## src/rtl/pwr_subckt_toggle_mon.sv

```systemverilog
// pwr_subckt_toggle_mon
//
// Pipelined evaluator for the power-experiment sub-circuit
//   f = d | (~a & b & c)   (mode = 0)
//   f = d ^ (~a & b & c)   (mode = 1)
// replicated over CH channels. Each channel counts output toggles over a
// window of WIN accepted samples. At every window end the counts are
// snapshotted into a report that is handed to the collector over a
// valid/ready port.
//
// Ports
//   clk, rst_n              clock, synchronous active-low reset
//   in_valid                input sample strobe (no backpressure)
//   in_a/in_b/in_c/in_d     per-channel inputs, bit i = channel i
//   mode                    function select, sampled with the data
//   f_out, f_valid          registered function outputs and their strobe
//   rpt_valid, rpt_ready    report handshake
//   rpt_toggles             channel i count in [i*CNT_W +: CNT_W]
//   rpt_ovf                 channel counter saturated in the reported window
//   rpt_lost                sticky: a report was dropped because the previous
//                           one had not yet been taken

module pwr_subckt_toggle_mon #(
    parameter int          CH    = 4,
    parameter int          CNT_W = 16,
    parameter int unsigned WIN   = 256
) (
    input  logic                clk,
    input  logic                rst_n,
    input  logic                in_valid,
    input  logic [CH-1:0]       in_a,
    input  logic [CH-1:0]       in_b,
    input  logic [CH-1:0]       in_c,
    input  logic [CH-1:0]       in_d,
    input  logic                mode,
    output logic [CH-1:0]       f_out,
    output logic                f_valid,
    output logic                rpt_valid,
    input  logic                rpt_ready,
    output logic [CH*CNT_W-1:0] rpt_toggles,
    output logic [CH-1:0]       rpt_ovf,
    output logic                rpt_lost
);

    localparam logic [CNT_W-1:0] CNT_MAX  = '1;
    localparam logic [31:0]      LAST_IDX = 32'(WIN - 1);

    // Stage 1 registers
    logic [CH-1:0] s1_a, s1_b, s1_c, s1_d;
    logic          s1_mode;
    logic          s1_valid;

    // Stage 2 / toggle tracking
    logic [CH-1:0] f_prev;
    logic          prev_ok;

    // Window state
    logic [CNT_W-1:0] cnt [CH];
    logic [CH-1:0]    ovf;
    logic [31:0]      sample_cnt;

    // Combinational next values
    logic [CH-1:0]        f_nxt;
    logic [CH-1:0]        term;
    logic [CH-1:0]        tog;
    logic [CNT_W-1:0]     cnt_inc [CH];
    logic [CH-1:0]        ovf_inc;
    logic [CH*CNT_W-1:0]  snap;
    logic                 win_end;
    logic                 rpt_load;

    // NOTE: every signal written in this block gets a default first, so no
    // path leaves it unassigned and no latch is inferred.
    always_comb begin
        term     = ~s1_a & s1_b & s1_c;
        f_nxt    = s1_mode ? (s1_d ^ term) : (s1_d | term);
        tog      = '0;
        ovf_inc  = ovf;
        snap     = '0;
        if (f_valid && prev_ok) begin
            tog = f_out ^ f_prev;
        end
        for (int i = 0; i < CH; i++) begin
            cnt_inc[i] = cnt[i];
            if (tog[i]) begin
                // A toggle on a full counter holds the count and flags overflow.
                if (cnt[i] == CNT_MAX) begin
                    ovf_inc[i] = 1'b1;
                end else begin
                    cnt_inc[i] = cnt[i] + CNT_W'(1);
                end
            end
            snap[i*CNT_W +: CNT_W] = cnt_inc[i];
        end
        win_end  = f_valid && (sample_cnt == LAST_IDX);
        // A finished window may load only if the report slot is free or is
        // being emptied in this very cycle.
        rpt_load = win_end && (!rpt_valid || rpt_ready);
    end

    // NOTE: sequential state uses non-blocking assignments only, so every
    // register samples the pre-edge value of its sources (f_prev takes the
    // old f_out, not the new one).
    always_ff @(posedge clk) begin
        if (!rst_n) begin
            s1_a        <= '0;
            s1_b        <= '0;
            s1_c        <= '0;
            s1_d        <= '0;
            s1_mode     <= 1'b0;
            s1_valid    <= 1'b0;
            f_out       <= '0;
            f_prev      <= '0;
            f_valid     <= 1'b0;
            prev_ok     <= 1'b0;
            // NOTE: the counter array is state visible in the report, so it is
            // reset like any other register rather than treated as RAM.
            for (int i = 0; i < CH; i++) begin
                cnt[i] <= '0;
            end
            ovf         <= '0;
            sample_cnt  <= '0;
            rpt_valid   <= 1'b0;
            rpt_toggles <= '0;
            rpt_ovf     <= '0;
            rpt_lost    <= 1'b0;
        end else begin
            if (in_valid) begin
                s1_a    <= in_a;
                s1_b    <= in_b;
                s1_c    <= in_c;
                s1_d    <= in_d;
                s1_mode <= mode;
            end
            s1_valid <= in_valid;

            if (s1_valid) begin
                f_out  <= f_nxt;
                f_prev <= f_out;
            end
            f_valid <= s1_valid;

            if (f_valid) begin
                prev_ok <= 1'b1;
            end

            // The boundary sample's toggles go into the snapshot; the next
            // window starts from zero. f_prev/prev_ok persist so a toggle
            // across the boundary lands in the new window.
            if (win_end) begin
                for (int i = 0; i < CH; i++) begin
                    cnt[i] <= '0;
                end
                ovf        <= '0;
                sample_cnt <= '0;
            end else if (f_valid) begin
                cnt        <= cnt_inc;
                ovf        <= ovf_inc;
                sample_cnt <= sample_cnt + 32'd1;
            end

            if (rpt_load) begin
                rpt_valid   <= 1'b1;
                rpt_toggles <= snap;
                rpt_ovf     <= ovf_inc;
            end else if (rpt_valid && rpt_ready) begin
                rpt_valid <= 1'b0;
            end

            if (win_end && !rpt_load) begin
                rpt_lost <= 1'b1;
            end
        end
    end

endmodule

```

## config.mk

```make
export PLATFORM = sky130hd
export DESIGN_NAME = pwr_subckt_toggle_mon
export DESIGN_NICKNAME = d
export VERILOG_FILES = /design/src/rtl/pwr_subckt_toggle_mon.sv
export SDC_FILE = /design/constraint.sdc
export NUM_CORES = 1
export LEC_CHECK = 0
export BUFFER_PORTS_ARGS = -buffer_cell sky130_fd_sc_hd__buf_2
export CAP_MARGIN = 10
export CORE_MARGIN = 2
export CORE_UTILIZATION = 31
export DETAILED_ROUTE_END_ITERATION = 8
export GPL_ROUTABILITY_DRIVEN = 0
export HOLD_SLACK_MARGIN = 0.15
export PLACE_DENSITY_LB_ADDON = 0.12
export SKIP_LAST_GASP = 1
export SLEW_MARGIN = 20
export SYNTH_ARGS = -nofsm -noshare
export SYNTH_HDL_FRONTEND = slang
export SYNTH_SLANG_ARGS = --single-unit
```

## constraint.sdc

```tcl
create_clock -name clk -period 4.8 [get_ports clk]
set_input_delay 0.48 -clock clk [delete_from_list [all_inputs] [get_ports clk]]
set_output_delay 0.48 -clock clk [all_outputs]
set_load 0.03 [all_outputs]
```

Word-level counts from Yosys, hierarchy flattened
Cells that the tools add are included.

word-level totals
  register bits = 198
  input bits = 21
  output and inout bits = 75
  word-level logic and storage cells = 67

operators by class
  add/subtract/negate cells = 5
  eq/ne operators = 5
  mux-type cells = 20
  bitwise logic cells = 7
  reductions and logical operators = 10

operators with widths
  operator                                                          count
  16-bit two-way mux                                                8
  16-bit by 1-bit adder with 16-bit output, second input constant   4
  16-bit == test, second input constant                             4
  32-bit by 1-bit adder with 32-bit output, second input constant   1
  32-bit by 8-bit == test with 1-bit output, second input constant  1
  1-bit two-way mux                                                 10
  4-bit AND                                                         2
  4-bit two-way mux                                                 2
  4-bit XOR                                                         2
  1-bit logical AND                                                 5
  4-bit NOT                                                         1
  4-bit bitwise OR                                                  1
  1-bit logical NOT                                                 2
  2-bit nonzero test                                                1
  2-bit OR reduction                                                1
  1-bit logical OR                                                  1
  1-bit NOT                                                         1

Longest topological paths before layout
Gate-level depths: netlist of the first run.

  depth after elaboration = 5
  mapped depth = 10

Worst setup path before layout of the first run
No wires, ideal clock.

  path kind = register -> register
  from = reg f_valid
  to = reg rpt_toggles[11]
  arrival time = 2.025 ns
  setup slack = 2.652 ns
  cell stages (with the launch flop) = 8
  path buffers = 2
  clock period less this slack = 2.148 ns
  cells stage by stage = dfxtp_1 > buf_4 > nand2_1 > or4_1 > buf_2 > or3_1 > a21oi_1 > a21oi_1

on the way
  longest elaborated chain between the ends = 3
  elaborated cells on any way between the ends = 5

RTL lines
  item                      line  source
  start: declaration        37    output logic f_valid,
  start signal: assignment  141   f_valid <= s1_valid;
  1-bit logical AND         80    if (f_valid && prev_ok) begin
  4-bit two-way mux         80
  16-bit two-way mux        85    if (tog[i]) begin
  end signal: assignment    164   rpt_toggles <= snap;
  end: declaration          40    output logic [CH*CNT_W-1:0] rpt_toggles,

Parallel ways exist; a longest one is shown, timed or not.
A chain may end at the register's enable or synchronous reset.

Final worst setup path of the first run
  from = reg f_valid
  to = reg sample_cnt[16]

on the way
  longest elaborated chain between the ends = 2

RTL lines
  item                                 line  source
  1-bit logical AND                    95    win_end = f_valid && (sample_cnt == LAST_IDX);
  2-bit OR reduction (no source line)  -
  end signal: assignment               159   sample_cnt <= sample_cnt + 32'd1;
  end: declaration                     60    logic [31:0] sample_cnt;

Parallel ways exist; a longest one is shown, timed or not.

==> results.toml, run 1 <==
[synth]
async_reset_ff_frac = 0
synth_cell_types = 51
synthCells = 930
synthesis.nets = 960
synth_top_area_frac = 0.4787
synth_area_leaders = "dfxtp_1 (48%), nor2_1 (7.0%), xnor2_1 (5.9%)"
ys_warn_count = 0
seq_area_frac_synth = 0.4787
synth_ff_type = "dfxtp_1"
synth_area_leader_cell = "dfxtp_1"
synth_edf_count = 0
synth_seq_cells = 198
netlist_area_um2 = 8280
synth_area_per_cell_um2 = 8.904

[grt]
antenna_found_initial = 1
grt.busiest_layer = "met2"
grtUsageMet2 = 0.2367
grt_start_max_net_pins = 72
grt_pass1_vias = 6504
grt_use_met1 = 0.2072
use_met3 = 0.03663
grt_use_total = 0.1513
grt_pass1_wl_um = 34330
overflow = 0

[route]
wl_um = 20640
vias_per_cell = 4.901
wire_per_inst_um = 15.28
ant_nets = 0
firstDrtPassIters = 6
post-route-drc-count = 6
num_vias = 6621
drt_iter0_drc = 322

[layout]
nets = 1033
diodes = 0
areaGrowthSynthToFinish_pct = 15.47
final_layout_size_suffix_gt1_frac = 0.1476
fillers = 2745

[critical_path]
cp_data_arrival_time_ns = 3.29
crit_buf_inv = 1
path_cells = "nand4_2 > nand2b_1 > nor3_1 > nand2b_4 > buf_4 > nor2_1"
crit_end = "sample_cnt[16]"
crit_type = "reg -> reg"
r2r_end = "sample_cnt[16]"
worstPathMaxFanout = 61
critPathLaunchType = "flip-flop"
ff2ff_path_depth = 6
endpoint_kind = "flip-flop"
path_delay_family = "simple AND/OR/NAND/NOR gates"
r2r_start = "f_valid"
setup.worst_path.start = "f_valid"
worstPathRequired_ns = 5.12
r2r_setup_slack_ns = 1.82
path_depth = 6
slowest_delay_ns = 0.69
critPathSlowestCell = "nand2b_4"

[timing]
slew_viol_final = 0
setup_tns_ns = 0
slew_headroom = 0.3281
layout_min_cycle_time_ns = 2.978
max_freq_ghz = 0.3358
whs_ns = 0.2781
finClkSkew_ns = 0.01347
timing.final.ws_setup_ns = 1.822
tightest_slew_ns = 0.9987
setup_viol = 0
fin_crit_sh = 0.6204
rsz0062_at_grt = "no"
hold_violations = 0

[cts]
cts_hold_buffers = 0
worstSkewPairLatency_ns = 0.44
root_buffer = "clkbuf_16"
clockBufferDepth = 2
cts_max_level = 4
cts_buffers = 17
cts_tree = "done"
cts_setup_buffers = 0
clock-sinks = 198
cts-resized-gates = 0
clk_pin_slew_ns = 0.08

[pwr]
seqPwrFrac = 0.530
p_per_area_nw_per_um2 = 328.7
p_comb_frac = 0.027
leakage_nw = 3.469
internal_power_mw = 2.371
vdd_drop_max_mv = 0.1821
netSwitchingFraction = 0.2454
finalPower_mw = 3.143
p_switching_uw = 771.2
clock_power_share = 0.442

[job]
cap_violations = 0

[floorplanning]
core_area_um2 = 26130
fp.dieH_um = 167.4
start_util = 0.3169
std_cell_rows = 59
io_pins = 96
die_area_um2 = 28030
die_x_um = 167.4

[min_path]
hp-class = "in -> reg"

[outcome]
violations = "design-rule violations"
status = "finished, violations left"

[place]
port_buffers = 95
place_ws_ns = 1.787
hpwlAfterDp_um = 13630
-- tightest hold or removal path: stages --
cell     delay (ns)
buf_2          0.07
mux2i_1        0.05
nor2_1         0.07
-- layout make-up --
cell class / count / area [um2] / share of cell area
well taps: 335 / 419.2 / 0.04384
multi-input cells: 666 / 4030 / 0.4215
repair buffers: 100 / 513.0 / 0.05365
clock buffers: 17 / 425.4 / 0.04449
flip-flops and latches: 198 / 3964 / 0.4146
inverters: 20 / 75.07 / 0.007851
clock inverters: 15 / 135.1 / 0.01413
-- sequential cells by signal, indices dropped and copies added, names as in the netlist, 4 cells and up --
name / count
s1_a: 4
rpt_toggles: 64
s1_d: 4
cnt: 64
f_prev: 4
s1_c: 4
f_out: 4
ovf: 4
rpt_ovf: 4
sample_cnt: 32
s1_b: 4
-- how the worst min path moves through the flow --
stage            start  endpoint  slack, ns  cells after the start
2_1_floorplan   ovf[3]    ovf[3]       0.42                      2
3_3_place_gp    ovf[3]    ovf[3]       0.44                      2
3_5_place_dp    ovf[3]    ovf[3]       0.45                      2
4_1_cts        in_a[2]   s1_a[2]       0.26                      3
5_1_grt        in_b[3]   s1_b[3]       0.27                      3
6_report       in_a[2]   s1_a[2]       0.28                      3
-- metal layers --
layer / vias to the layer above / part of all wire
li1: 3416 / -
met1: 3089 / 0.50
met2: 101 / 0.44
met3: 15 / 0.046
met4: 0 / 0.011
met5: - / 0
-- logic make-up after synthesis --
group,synth area share
AND/OR/NAND/NOR,0.2378
flip-flops,0.4787
AO/OA/AOI/OAI,0.1044
XOR/XNOR,0.07298
buffers and inverters,0.03551
multiplexers,0.05697
adder cells (fa/ha/maj),0.01360
-- cells in the mapped netlist, types with 18 or more instances --
cell / number
xnor2_1: 56
o21ai_0: 48
nand4_1: 25
a21oi_1: 62
nor3_1: 23
nand2_1: 49
nor4_1: 26
mux2i_1: 46
nor2_1: 155
dfxtp_1: 198
buf_2: 18
nand3_1: 36
inv_1: 19
-- power groups by stage --
stage / Sequential, mW / Clock (mW) / Combinational, mW
finish: 1.67 / 1.39 / 0.0853
global route: 1.67 / 1.51 / 0.0970
CTS: 1.67 / 1.44 / 0.0876
detailed placement: 1.71 / 0 / 0.0873
global placement: 1.71 / 0 / 0.0871
floorplan: 1.70 / 0 / 0.0596
-- cells in the final DEF (no fill, tap or decap), drive strengths merged, types with 9 or more instances in the layout --
cell type,n
a21oi,62
nor3,24
nor2,155
inv,29
nand3,36
ha,9
o22ai,13
mux2i,46
nand4,27
buf,100
xnor2,56
dfxtp,198
a211oi,15
nand2b,13
clkbuf,17
nand2,49
nor4,33
o21ai,51
xor2,13
-- metrics by stage --
stage                     cell area (um2)  utilization  cells
after floorplan                      8280            -    930
after detailed placement             9001       0.3444   1319
after global routing                 9562       0.3659   1351
after global placement               9001       0.3444   1319
after CTS                            9562       0.3659   1351
final                                9562       0.3659   1351
No activity file was read; power rests on OpenSTA's default activity.
==> inputs of run 2 (changes only) <==
- ABC_AREA: not set -> 1
- clock period: 4.8 -> 2.6 ns (I/O delays scaled with it)
==> run 2 against run 1 <==
Effect of this change: the run now ends clean; routed wire length up 23%; highest routed layer unchanged; clock-buffer cell count up 1; largest cell class unchanged; worst setup slack worse by 1.2 ns; largest power group unchanged; fmax up 54%; design area up 18%; first-iteration DRC count up 74%; clock skew up 0.0053 ns; flip-flop and latch count unchanged.
==> results.toml, run 2 <==
[timing]
timing.final.ws_setup_ns = 0.6671
finClkSkew_ns = 0.01877
slew_headroom = 0.5913
max_freq_ghz = 0.5174
fin_crit_sh = 0.7434
tightest_slew_ns = 0.6123
rsz0062_at_grt = "no"
layout_min_cycle_time_ns = 1.933
hold_violations = 0
setup_tns_ns = 0
setup_viol = 0
slew_viol_final = 0

[critical_path]
path_depth = 9
worstPathRequired_ns = 2.91
critPathSlowestCell = "dfxtp_1"
cp_data_arrival_time_ns = 2.24
path_delay_family = "simple AND/OR/NAND/NOR gates"
r2r_setup_slack_ns = 0.67
crit_type = "reg -> reg"
slowest_delay_ns = 0.37
crit_buf_inv = 2
critPathLaunchType = "flip-flop"
worstPathMaxFanout = 33
endpoint_kind = "flip-flop"
ff2ff_path_depth = 9
path_cells = "ha_1 > nand3_2 > inv_2 > nand3_1 > nor2_2 > nand2_1 > nand2_2 > buf_4 > nor3_1"

[synth]
synth_area_per_cell_um2 = 6.505
synth-simple-area-share = 0.3790
synth-compound-area-share = 0.07447
netlist_area_um2 = 9744
synth_top_area_frac = 0.4068
synth_top_family_by_area = "simple AND/OR/NAND/NOR gates"
synthCells = 1498
synth.area.mux_share = 0
synth_area_leaders = "dfxtp_1 (41%), nand2_1 (17%), nor2_1 (10%)"
seq_area_frac_synth = 0.4068
synth_ff_type = "dfxtp_1"
ys_warn_count = 0
synth_most_common_cell = "nand2_1"
yosys.area_share.adder = 0.01156
synth_cell_types = 35
synth_edf_count = 0
synth_xor_area_frac = 0.02786
async_reset_ff_frac = 0
synth_area_leader_cell = "dfxtp_1"
netlist_top_cells_count = "nand2_1 (452), nor2_1 (269), dfxtp_1 (198)"
synth_seq_cells = 198
synthesis.nets = 1528

[layout]
nets = 1628
seq_area_um2 = 3964
most-common-layout-cells = "nand2_1 (452), nor2_1 (269), dfxtp_1 (198)"
layout.cells.non_filler = 2007
final_common_cell = "nand2_1"
final_layout_size_suffix_gt1_frac = 0.1068
fillers = 3409
multi_input_area_um2 = 4803
top_regs = "cnt: 64 flops, rpt_toggles: 64 flops, sample_cnt: 32 flops"
areaGrowthSynthToFinish_pct = 16.13
diodes = 0

[route]
post-route-drc-count = 0
firstDrtPassIters = 4
wl_um = 25330
drt_iter0_drc = 561
wire_per_inst_um = 12.62
num_vias = 8915
vias_per_cell = 4.442
ant_nets = 0

[grt]
antenna_found_initial = 0
overflow = 0
grt_pass1_wl_um = 42890
grt_pass1_vias = 8439
grt_start_max_net_pins = 58
grt_use_total = 0.1596

[place]
place_ws_ns = 0.6429
placedCellCount = 1958
hpwlAfterDp_um = 18190
port_buffers = 95

[floorplanning]
core_area_um2 = 30750
die_x_um = 181.3
start_util = 0.3169
fp.dieH_um = 181.3
io_pins = 96
die_area_um2 = 32870
std_cell_rows = 64

[cts]
cts_max_level = 4
root_buffer = "clkbuf_16"
cts-resized-gates = 0
cts_buffers = 17
clock-sinks = 198
worstSkewPairLatency_ns = 0.45
clockBufferDepth = 2
clk_pin_slew_ns = 0.08
cts_tree = "done"
cts_hold_buffers = 17
cts_setup_buffers = 0

[outcome]
status = "finished clean"

[pwr]
p_per_area_nw_per_um2 = 526.6
leakage_nw = 5.367
netSwitchingFraction = 0.2435
internal_power_mw = 4.508
clock_power_share = 0.450
p_switching_mw = 1.451
p_comb_frac = 0.033
seqPwrFrac = 0.517
vdd_drop_max_mv = 0.4110

[min_path]
hp-class = "in -> reg"
holdPathStages = 3

[job]
cap_violations = 0
-- run 2: cell types whose count changed in the layout (fill, tap and decap cells not counted), moves of 17 or more --
cell,previous run,this run
a21oi_1,62,80
dlygate4sd3_1,0,17
inv_1,19,195
mux2i_1,46,0
nand2_1,49,452
nand3_1,36,70
nand3b_1,6,28
nor2_1,155,269
nor4_1,26,1
xnor2_1,56,14
-- run 2: area by class of cell --
type / instances / share of cell area
Sequential cell: 198 / 0.3503
Timing Repair Buffer: 121 / 0.06435
Multi-Input combinational cell: 1061 / 0.4245
Tap cell: 396 / 0.04379
Inverter: 199 / 0.06601
Clock inverter: 14 / 0.01227
Clock buffer: 18 / 0.03881
-- run 2: cell families after synthesis --
| kind of cell | after synthesis |
|---|---|
| xor gates and xnor gates | 31 |
| buffers and inverters | 239 |
| and+or+nand+nor | 882 |
| adders and majority gates | 9 |
| DFF | 198 |
| AOI/OAI and AO/OA | 139 |
-- run 2: metrics by stage --
| stage | total power, mW | area, um2 | util | hold slack [ns] |
|---|---|---|---|---|
| 2_1_floorplan | 3.262 | 9744 | - | 0.3949 |
| 5_1_grt | 6.216 | 11320 | 0.3680 | 0.1820 |
| 3_3_place_gp | 3.329 | 10570 | 0.3437 | 0.4509 |
| 4_1_cts | 6.050 | 11320 | 0.3680 | 0.1599 |
| 6_report | 5.959 | 11320 | 0.3680 | 0.1678 |
| 3_5_place_dp | 3.331 | 10570 | 0.3437 | 0.4531 |
-- run 2: path summary, 6_finish.rpt --
check | from | endpoint
max | sample_cnt[0] | sample_cnt[15]
min reg2reg | s1_d[2] | s1_d[2]
max reg2reg | sample_cnt[0] | sample_cnt[15]
min | in_valid | s1_valid
-- run 2: layer usage --
layer | vias up | part of all wire | GRT usage
li1 | 4825 | - | -
met1 | 3959 | 0.51 | 0.2164
met2 | 118 | 0.45 | 0.2645
met3 | 13 | 0.034 | 0.02882
met4 | 0 | 0.0079 | 0.03415
met5 | - | 0 | 0
-- run 2: worst reg2reg max path: cells and delay by family (launching register included) --
kind | cells | cell delay, ns
fa+ha+maj | 1 | 0.22
flops | 1 | 0.37
simple gates | 6 | 0.76
buf+inv | 2 | 0.44
-- run 2: power by group through the flow --
stage / registers (mW) / clock network (mW) / logic (mW)
floorplan: 3.15 / 0 / 0.107
global placement: 3.15 / 0 / 0.177
detailed placement: 3.15 / 0 / 0.178
CTS: 3.08 / 2.77 / 0.198
global route: 3.09 / 2.91 / 0.220
finish: 3.08 / 2.68 / 0.194
